`src/rtl/resp_misr_compactor_if.sv`:
```
// Response word handshake between the upstream combinational logic and the compactor.
// Latency: none, wires only.
// Backpressure: producer holds in_valid/in_data until it sees in_ready high.
interface resp_misr_compactor_if #(
  parameter int W_IN = 10
) ();
  logic            in_valid;
  logic [W_IN-1:0] in_data;
  logic            in_ready;

  // Producer side: upstream logic or stimulus source.
  modport master (output in_valid, output in_data, input in_ready);
  // Consumer side: the compactor.
  modport slave (input in_valid, input in_data, output in_ready);
endinterface

```
`src/rtl/resp_misr_compactor.sv`:
```
// Folds upstream response words into a MISR signature over a fixed-length run and flags done/match.
// Latency: accepted word is reflected in sig/count one cycle later; 1 word/cycle throughput.
// Backpressure: in_ready is high only while running; it depends only on state, never on in_valid.
module resp_misr_compactor #(
  parameter int              W_IN    = 10,
  parameter int              W_SIG   = 16,
  parameter logic [W_SIG-1:0] POLY   = 16'h1021,
  parameter int              NUM_VEC = 128,
  parameter int              W_CNT   = $clog2(NUM_VEC + 1)
) (
  input  logic                   clk,
  input  logic                   rst,
  input  logic                   start,
  input  logic                   clear,
  input  logic [W_SIG-1:0]       seed,
  input  logic [W_SIG-1:0]       golden,
  resp_misr_compactor_if.slave   in_if,
  output logic [W_SIG-1:0]       sig,
  output logic [W_CNT-1:0]       count,
  output logic                   done,
  output logic                   match
);

  typedef enum logic [1:0] {
    IDLE = 2'd0,
    RUN  = 2'd1,
    DONE = 2'd2
  } state_t;

  // Count value held just before the final word of a run is accepted.
  localparam logic [W_CNT-1:0] LAST_CNT = W_CNT'(NUM_VEC - 1);

  state_t           state;
  state_t           state_nxt;
  logic [W_SIG-1:0] sig_nxt;
  logic [W_CNT-1:0] count_nxt;
  logic             done_nxt;
  logic             accept;

  // One MISR step: shift left, fold the polynomial back on carry-out, xor in the zero-extended word.
  function automatic logic [W_SIG-1:0] misr_step(input logic [W_SIG-1:0] s,
                                                 input logic [W_IN-1:0]  d);
    logic [W_SIG-1:0] r;
    r = {s[W_SIG-2:0], 1'b0};
    if (s[W_SIG-1]) begin
      r = r ^ POLY;
    end
    r = r ^ W_SIG'(d);
    return r;
  endfunction

  // Ready is a pure function of state so the producer never sees a combinational loop.
  assign in_if.in_ready = (state == RUN);

  // Clear inside RUN suppresses the accept even when in_valid is high.
  assign accept = (state == RUN) && !clear && in_if.in_valid;

  // Next-state and datapath updates; everything holds unless a case below changes it.
  always_comb begin
    state_nxt = state;
    sig_nxt   = sig;
    count_nxt = count;
    done_nxt  = done;
    case (state)
      IDLE: begin
        if (!clear && start) begin
          sig_nxt   = seed;
          count_nxt = '0;
          state_nxt = RUN;
        end
      end
      RUN: begin
        if (clear) begin
          state_nxt = IDLE;
        end else if (accept) begin
          sig_nxt   = misr_step(sig, in_if.in_data);
          count_nxt = count + 1'b1;
          if (count == LAST_CNT) begin
            state_nxt = DONE;
            done_nxt  = 1'b1;
          end
        end
      end
      DONE: begin
        if (clear) begin
          done_nxt  = 1'b0;
          state_nxt = IDLE;
        end else if (start) begin
          sig_nxt   = seed;
          count_nxt = '0;
          done_nxt  = 1'b0;
          state_nxt = RUN;
        end
      end
      default: begin
        state_nxt = IDLE;
        done_nxt  = 1'b0;
      end
    endcase
  end

  // State and datapath registers; reset wipes any partial run immediately.
  always_ff @(posedge clk or posedge rst) begin
    if (rst) begin
      state <= IDLE;
      sig   <= '0;
      count <= '0;
      done  <= 1'b0;
    end else begin
      state <= state_nxt;
      sig   <= sig_nxt;
      count <= count_nxt;
      done  <= done_nxt;
    end
  end

  // Match is only meaningful once the run has finished.
  assign match = done && (sig == golden);

endmodule

```
`src/flat_wrapper.sv`:
```
// flat-port wrapper written by rule: the top's interface ports become plain ports
module resp_misr_compactor_flat 
#(
  parameter int              W_IN    = 10,
  parameter int              W_SIG   = 16,
  parameter logic [W_SIG-1:0] POLY   = 16'h1021,
  parameter int              NUM_VEC = 128,
  parameter int              W_CNT   = $clog2(NUM_VEC + 1)
)
  (clk, rst, start, clear, seed, golden, sig, count, done, match, in_if_in_valid, in_if_in_data, in_if_in_ready);
  resp_misr_compactor_if #(.W_IN(W_IN)) in_if_i ();
  input  logic clk;
  input  logic rst;
  input  logic start;
  input  logic clear;
  input  logic [W_SIG-1:0] seed;
  input  logic [W_SIG-1:0] golden;
  output logic [W_SIG-1:0] sig;
  output logic [W_CNT-1:0] count;
  output logic done;
  output logic match;
  input wire logic [$bits(in_if_i.in_valid)-1:0] in_if_in_valid;
  input wire logic [$bits(in_if_i.in_data)-1:0] in_if_in_data;
  output wire logic [$bits(in_if_i.in_ready)-1:0] in_if_in_ready;
  assign in_if_i.in_valid = in_if_in_valid;
  assign in_if_i.in_data = in_if_in_data;
  assign in_if_in_ready = in_if_i.in_ready;
  resp_misr_compactor #(.W_IN(W_IN), .W_SIG(W_SIG), .POLY(POLY), .NUM_VEC(NUM_VEC), .W_CNT(W_CNT)) u_core (.clk(clk), .rst(rst), .start(start), .clear(clear), .seed(seed), .golden(golden), .in_if(in_if_i), .sig(sig), .count(count), .done(done), .match(match));
endmodule
```
`config.mk`:
```
export PLATFORM = sky130hd
export DESIGN_NAME = resp_misr_compactor_flat
export DESIGN_NICKNAME = d
export VERILOG_FILES = /design/src/rtl/resp_misr_compactor_if.sv /design/src/rtl/resp_misr_compactor.sv /design/src/flat_wrapper.sv
export SDC_FILE = /design/constraint.sdc
export NUM_CORES = 1
export LEC_CHECK = 0
export CORE_UTILIZATION = 45
export DETAILED_ROUTE_END_ITERATION = 10
export HOLD_SLACK_MARGIN = 0.05
export PLACE_DENSITY = 0.89
export RECOVER_POWER = 50
export REMOVE_ABC_BUFFERS = 1
export SLEW_MARGIN = 5
export SYNTH_ARGS = -nofsm -noshare
export SYNTH_HDL_FRONTEND = slang
export SYNTH_SLANG_ARGS = --single-unit
```
`constraint.sdc`:
```
create_clock -name clk -period 2.4 [get_ports clk]
set_input_delay 0.6 -clock clk [delete_from_list [all_inputs] [get_ports clk]]
set_output_delay 0.6 -clock clk [all_outputs]
set_load 0.01 [all_outputs]
```
==> reports/qor.log, run 1 <==
qor: floorplan.die_width 62.0 µm
qor: clocking.clk_pin_slew 0.15 ns
qor: setup_path.data_arrival_at_the_endpoint_of_the_critical_path 1.74 ns
qor: clocking.clk-insertion-delay-late 0.32 ns
qor: clocking.htree_num_levels 1
qor: floorplan.initial_utilization 0.478
qor: routing.drt-total-wl 4310 µm
qor: routing.wl_per_cell 14.3 µm
qor: routing.routed_via_density 5.22
qor: pwr.power.density 637 nW/µm²
qor: timing.finalWorstPathRequiredPeriod 2.34 ns
qor: yosys.primary_flip_flop_cell_chosen_by_synthesis_mapping sky130_fd_sc_hd__dfrtp_1
qor: setup_path.crit_path_launch golden[13]
qor: timing.finalSetupViolCount 0
qor: timing.unrepaired_setup_endpoints_after_global_routing yes
qor: setup_path.r2r_cells 4
qor: place.buffers_on_ports 73
qor: run.cap_viol_max_count 0
qor: yosys.netlist-cell-type-count 31
qor: clocking.cts_tree done
qor: timing.hold_ws 0.580 ns
qor: floorplan.placementRows 21
qor: yosys.synth.yosys.seq_area_share 0.417
qor: timing.final_max_slew_viol_count 0
qor: setup_path.timing.critical_path.fanout_max 1
qor: routing.drt_drc_violations_left 0
qor: yosys.asyncSetResetFlopFracSynth 1.00
qor: yosys.post_syn_area_per_cell 9.21 µm²
qor: global_route.grt_overflow 0
qor: setup_path.rr_startpoint u_core.state[0]$_DFFE_PP0P_
qor: pwr.vdd.ir_drop.worst 0.305 mV
qor: global_route.grt_antenna_before_repair 0
qor: routing.antenna_violating_nets_post_route 0
qor: clocking.clock_tree.root_cell sky130_fd_sc_hd__clkbuf_4
qor: clocking.cts.repair_timing.setup_buffer_count 0
qor: yosys.synth_enable_flop_cells 0
qor: global_route.via_count_of_the_first_global_routing_pass 1468
qor: yosys.ys_top_cells_by_area sky130_fd_sc_hd__dfrtp_1 42%, sky130_fd_sc_hd__xnor2_1 14%, sky130_fd_sc_hd__o21ai_1 6.2%
qor: layout.syn_to_final_growth 50.9%
qor: floorplan.fp.dieH 62.0 µm
qor: floorplan.core_region_area 3390 µm²
qor: yosys.ys_ff_latch 27
qor: setup_path.worst-endpoint-required 1.80 ns
qor: setup_path.worstReg2RegEnd u_core.sig[12]$_DFFE_PP0P_
qor: setup_path.worst-setup-path-type input port to output port
qor: status.outcome completed
qor: yosys.syn-cell-area 1620 µm²
qor: yosys.yosysTopAreaCellShare 0.417
qor: worst_hold_path.timing.hold.worst.class flop to flop
qor: yosys.leading_cell_type_by_number_of_instances_after_synthesis sky130_fd_sc_hd__dfrtp_1
qor: place.place.gp.congestion 0.775
qor: timing.relSlewSlack 0.0409
qor: clocking.count_of_clock_tree_sinks 27
qor: timing.worst_slew_pin_slew 1.44 ns
qor: layout.final_core_util 0.722
qor: yosys.synth_top_cells_by_count 27 x sky130_fd_sc_hd__dfrtp_1, 25 x sky130_fd_sc_hd__xnor2_1, 22 x sky130_fd_sc_hd__nand2_1
qor: layout.final_nets 304
qor: yosys.synth_warnings 0
qor: yosys.synth_top_area_cell sky130_fd_sc_hd__dfrtp_1
qor: setup_path.ff2ff_setup_slack 0.60 ns
qor: clocking.ctsHoldBuffers 0
qor: routing.first_pass_iters 4
qor: pwr.static-leakage-power 1.01 nW
qor: routing.initialDrtViolationCount 65
qor: timing.worst_clock_skew 0.00571 ns
qor: yosys.synth_cells 176
qor: global_route.wire_length_of_the_first_global_routing_pass 6420 µm
qor: routing.route.vias.total 1571
qor: timing.timing.fmax 427 MHz
qor: global_route.grt_start_max_net_pins 31
qor: layout.layout-drive-gt1-share 0.0784
qor: layout.antenna_cells_inserted 0
qor: setup_path.endpoint match
qor: clocking.maximum_clock_path_buffer_count 2
qor: clocking.cts-buffers-inserted 3
qor: global_route.track_usage 0.235
qor: timing.report.final.hold_viol_count 0
qor: setup_path.worstSetupEndpointType output port
qor: floorplan.dieArea 3850 µm²
qor: setup_path.crit_path_start_kind input port
qor: floorplan.ios 74
qor: place.dp_hpwl 3310 µm
qor: timing.final_min_period_over_clock_period 0.975
==> placed cells by master (no fill, tap or decap), types with 2 or more instances in the layout <==
cell | Yosys | routed
sky130_fd_sc_hd__or3_1 | 2 | 2
sky130_fd_sc_hd__dlygate4sd3_1 | 0 | 2
sky130_fd_sc_hd__o21ai_1 | 20 | 16
sky130_fd_sc_hd__mux2i_1 | 5 | 5
sky130_fd_sc_hd__dfrtp_1 | 27 | 27
sky130_fd_sc_hd__buf_4 | 3 | 6
sky130_fd_sc_hd__nor3_2 | 2 | 2
sky130_fd_sc_hd__xor2_1 | 6 | 5
sky130_fd_sc_hd__o21ai_0 | 3 | 7
sky130_fd_sc_hd__dlygate4sd2_1 | 0 | 8
sky130_fd_sc_hd__nand2_1 | 22 | 22
sky130_fd_sc_hd__clkbuf_4 | 0 | 4
sky130_fd_sc_hd__clkdlybuf4s50_1 | 0 | 62
sky130_fd_sc_hd__a21oi_1 | 13 | 13
sky130_fd_sc_hd__nor4_2 | 0 | 2
sky130_fd_sc_hd__nand2b_1 | 2 | 2
sky130_fd_sc_hd__clkbuf_1 | 1 | 2
sky130_fd_sc_hd__xnor2_1 | 25 | 25
sky130_fd_sc_hd__nor2_1 | 16 | 16
sky130_fd_sc_hd__nand3_1 | 3 | 3
sky130_fd_sc_hd__inv_1 | 4 | 4
sky130_fd_sc_hd__nand4_1 | 5 | 5
==> kinds of logic after synthesis <==
| logic type | after synthesis | share of synthesized area |
|---|---|---|
| xor gates and xnor gates | 31 | 0.167 |
| adders and majority gates | 1 | 0.00771 |
| and+or+nand+nor | 60 | 0.204 |
| muxes | 6 | 0.0401 |
| buffers and inverters | 11 | 0.0347 |
| DFF | 27 | 0.417 |
| AOI/OAI and AO/OA | 40 | 0.130 |
==> area by class of cell <==
type	count	area, µm²
repair buffers	82	792
clock buffers	4	26.3
multi-input cells	138	881
flip-flops and latches	27	676
inverters	4	15.0
well taps	46	57.6
fillers	267	942
==> flip-flops by register name, indices dropped and copies added, names as in the netlist <==
| signal | flops |
|---|---|
| u_core.count | 8 |
| u_core.done | 1 |
| u_core.sig | 16 |
| u_core.state | 2 |
==> stage by stage <==
step           area (µm²)  setup TNS, ns  total power [mW]  std cells  setup WS [ns]
3_3_place_gp         2450         -0.535              1.36        297         -0.535
4_1_cts              2480              0              1.58        301         0.0458
6_report             2450              0              1.56        301         0.0597
3_5_place_dp         2450         -0.674              1.38        297         -0.674
2_1_floorplan        1580              0             0.991        169          0.287
5_1_grt              2450        -0.0198              1.67        301        -0.0198
==> metal layers <==
layer,global-route usage,up-vias,routed length [µm]
met5,0,-,0
met4,0.0540,0,10
met2,0.435,56,2220
li1,-,757,-
met1,0.277,756,1700
met3,0.0476,2,379
==> repair_timing <==
| item | CTS | global route |
|---|---|---|
| gates resized for setup | 15 | 0 |
| pin swaps | 8 | 0 |
| endpoints found under the setup margin | 1 | 1 |
| gates cloned | 0 | 0 |
==> critical path, cell delays in order <==
cell	delay (ns)
sky130_fd_sc_hd__clkdlybuf4s50_1	0.48
sky130_fd_sc_hd__xnor2_1	0.12
sky130_fd_sc_hd__nand4_1	0.12
sky130_fd_sc_hd__nor4_2	0.25
sky130_fd_sc_hd__buf_2	0.17
==> power breakdown <==
group          switching (mW)  internal [mW]  total [mW]
clock                   0.134         0.0651       0.200
combinational           0.293          0.417       0.711
sequential              0.108          0.540       0.648
total                   0.536           1.02        1.56
==> worst min path at each step <==
stage | cells after the start | start | slack, ns | end
4_1_cts | 1 | u_core.state[1]$_DFFE_PP0P_ | 0.57 | u_core.done$_DFFE_PP0P_
3_5_place_dp | 1 | u_core.state[1]$_DFFE_PP0P_ | 0.54 | u_core.done$_DFFE_PP0P_
6_report | 1 | u_core.state[1]$_DFFE_PP0P_ | 0.58 | u_core.done$_DFFE_PP0P_
2_1_floorplan | 1 | u_core.state[1]$_DFFE_PP0P_ | 0.49 | u_core.done$_DFFE_PP0P_
5_1_grt | 1 | u_core.state[1]$_DFFE_PP0P_ | 0.60 | u_core.done$_DFFE_PP0P_
3_3_place_gp | 1 | u_core.state[1]$_DFFE_PP0P_ | 0.54 | u_core.done$_DFFE_PP0P_
No activity file was read; power rests on OpenSTA's default activity.
==> run 2: changes to the inputs <==
--- a/config.mk
+++ b/config.mk
@@ -5,7 +5,9 @@
 export SDC_FILE = /design/constraint.sdc
 export NUM_CORES = 1
 export LEC_CHECK = 0
+export CORE_MARGIN = 5
 export CORE_UTILIZATION = 45
+export CTS_BUF_LIST = sky130_fd_sc_hd__clkbuf_16
 export DETAILED_ROUTE_END_ITERATION = 10
 export HOLD_SLACK_MARGIN = 0.05
 export PLACE_DENSITY = 0.89
==> run 2 against run 1 <==
- the flow now finishes with violations (capacitance limit)
- global-route usage down 4.8 points
- design area rose by 2.8%
- die area is 27% higher
- wire length up 5.3%
- sequential share of layout area shrank 0.75 points
- final cell count rose by 0.66%
- combinational power is 3.2% higher
- setup slack improved by 0.024 ns
- critical endpoint unchanged
- largest power group unchanged
- highest routed layer unchanged
==> reports/qor.log, run 2 (synthesized netlist as in run 1, its figures left out) <==
qor: layout.max_flop_register u_core.sig
qor: timing.timing.fmax 432 MHz
qor: layout.final_nets 306
qor: clocking.maximum_clock_path_buffer_count 2
qor: global_route.grt_start_max_net_pins 31
qor: timing.finalWorstPathRequiredPeriod 2.32 ns
qor: routing.first_pass_iters 4
qor: clocking.clk_pin_slew 0.07 ns
qor: worst_hold_path.worst_hold_path.endpoint u_core.done$_DFFE_PP0P_
qor: layout.layout-drive-gt1-share 0.0817
qor: global_route.grt_overflow 0
qor: floorplan.dieArea 4900 µm²
qor: timing.final_max_slew_viol_count 0
qor: setup_path.worst-endpoint-required 1.80 ns
qor: setup_path.largest_delay_share_family_worst_path buffers and inverters
qor: timing.finalSetupViolCount 0
qor: setup_path.critical_path.max_stage_delay 0.47 ns
qor: timing.report.final.hold_viol_count 0
qor: layout.largest_reg_flops 16
qor: floorplan.ios 74
qor: routing.drt-total-wl 4540 µm
qor: status.failed_checks capacitance limit
qor: setup_path.critical-path-slowest-cell sky130_fd_sc_hd__clkdlybuf4s50_1
qor: worst_hold_path.timing.hold.worst.class flop to flop
qor: clocking.clock_tree.root_cell sky130_fd_sc_hd__clkbuf_16
qor: routing.wl_per_cell 15.0 µm
qor: status.outcome finished with violations
qor: global_route.track_usage 0.187
qor: clocking.cts_tree done
qor: routing.drt_drc_violations_left 0
qor: timing.relSlewSlack 0.00345
qor: routing.route.vias.total 1534
qor: floorplan.initial_utilization 0.475
qor: setup_path.crit_path_start_kind input port
qor: floorplan.die_width 70.0 µm
qor: layout.mostFrequentLayoutCell sky130_fd_sc_hd__clkdlybuf4s50_1
qor: run.cap_viol_max_count 1
qor: timing.summed_negative_setup_slack_over_all_endpoints 0 ns
qor: layout.mostFrequentLayoutCells 59 x sky130_fd_sc_hd__clkdlybuf4s50_1, 27 x sky130_fd_sc_hd__dfrtp_1, 25 x sky130_fd_sc_hd__xnor2_1
qor: setup_path.path_cells clkdlybuf4s50_1 -> xnor2_1 -> nand4_1 -> nor4_2 -> buf_2
qor: setup_path.worstReg2RegEnd u_core.sig[8]$_DFFE_PP0P_
qor: setup_path.ff2ff_setup_slack 0.79 ns
qor: clocking.clk-insertion-delay-late 0.26 ns
qor: timing.unrepaired_setup_endpoints_after_global_routing no
qor: place.placed_area 2450 µm²
qor: clocking.ctsHoldBuffers 0
qor: setup_path.r2r_cells 5
qor: layout.number_of_fill_cells 260
qor: pwr.static-leakage-power 1.07 nW
qor: clocking.count_of_clock_tree_sinks 27
qor: setup_path.timing.critical_path.fanout_max 1
qor: place.dp_hpwl 3490 µm
qor: worst_hold_path.min_path_cells 2
qor: layout.biggestRegsByFlops u_core.sig (16), u_core.count (8), u_core.state (2)
qor: pwr.power.density 693 nW/µm²
qor: place.place.gp.congestion 0.849
qor: routing.routed_via_density 5.06
qor: setup_path.rr_startpoint u_core.state[0]$_DFFE_PP0P_
qor: pwr.post-layout-total-power 1.74 mW
qor: worst_hold_path.holdCritStartpoint u_core.done$_DFFE_PP0P_
qor: pwr.vdd.ir_drop.worst 0.347 mV
qor: routing.initialDrtViolationCount 42
qor: routing.antenna_violating_nets_post_route 0
qor: timing.final_min_period_over_clock_period 0.965
qor: floorplan.core_region_area 3420 µm²
qor: setup_path.path_buf_inv 2
qor: clocking.cts-buffers-inserted 3
qor: clocking.cts.repair_timing.setup_buffer_count 0
qor: clocking.htree_num_levels 1
qor: floorplan.placementRows 21
qor: place.buffers_on_ports 73
qor: layout.final_core_util 0.737
qor: global_route.wire_length_of_the_first_global_routing_pass 7510 µm
qor: timing.worst_clock_skew 0.00150 ns
qor: setup_path.worst-setup-path-type input port to output port
qor: timing.worst_slew_pin_slew 1.49 ns
qor: global_route.grt_antenna_before_repair 0
qor: floorplan.fp.dieH 70.0 µm
qor: setup_path.data_arrival_at_the_endpoint_of_the_critical_path 1.72 ns
qor: setup_path.worstSetupEndpointType output port
qor: layout.antenna_cells_inserted 0
qor: layout.syn_to_final_growth 55.2%
qor: global_route.via_count_of_the_first_global_routing_pass 1534
qor: layout.finish.instance_area 2520 µm²
[run 2: cell count changes in the layout (fill, tap and decap cells not counted), moves of 2 or more]
cell	before	now
sky130_fd_sc_hd__buf_4	6	10
sky130_fd_sc_hd__clkbuf_4	4	0
sky130_fd_sc_hd__clkbuf_16	0	3
sky130_fd_sc_hd__clkdlybuf4s50_1	62	59
sky130_fd_sc_hd__o21ai_0	7	9
sky130_fd_sc_hd__o21ai_1	16	14
[run 2: worst max path at each step]
| stage | depth (start not counted) | from | to |
|---|---|---|---|
| 3_3_place_gp | 6 | golden[11] | match |
| 5_1_grt | 6 | golden[3] | match |
| 3_5_place_dp | 6 | golden[11] | match |
| 6_report | 5 | golden[15] | match |
| 4_1_cts | 6 | golden[6] | match |
| 2_1_floorplan | 4 | golden[11] | match |
[run 2: worst register-to-register path: cells and delay by family, from the launching register on]
family | cells | cell delay (ns)
and+or+nand+nor | 3 | 0.73
DFF | 1 | 0.46
buffers and inverters | 1 | 0.27
AOI/OAI and AO/OA | 1 | 0.07
[run 2: final cells by class]
type                       instances  area (µm²)  share of cell area
multi-input combinational        138         892               0.355
timing repair buffer              84         797               0.317
sequential                        27         676               0.269
clock buffer                       3        75.1              0.0298
tap                               46        57.6              0.0229
inverter                           4        15.0             0.00597
clock inverter                     1        3.75             0.00149
[run 2: metrics by stage]
step	setup slack, ns	hold WS [ns]	std cells
finish	0.0833	0.558	303
global route	0.0105	0.597	303
CTS	0.0206	0.553	303
detailed placement	-0.645	0.545	299
global placement	-0.640	0.536	299
floorplan	0.287	0.494	169
[run 2: metal layers]
layer | vias up | part of all wire | global-route usage | routed length [µm]
li1 | 762 | - | - | -
met5 | - | 0 | 0 | 0
met4 | 0 | 0.013 | 0.0404 | 57
met1 | 704 | 0.44 | 0.249 | 2010
met3 | 6 | 0.065 | 0.0330 | 294
met2 | 62 | 0.48 | 0.317 | 2180
[run 2: where the power goes]
group          leakage, nW  switching (mW)  total, mW  internal, mW
clock network       0.0423           0.151      0.374         0.223
logic                0.673           0.303      0.734         0.431
registers            0.351          0.0948      0.636         0.541
[run 2: timing repair]
action,in CTS,in global routing
resized for setup,14,3
endpoints found under the setup margin,1,1
pin swaps,6,4
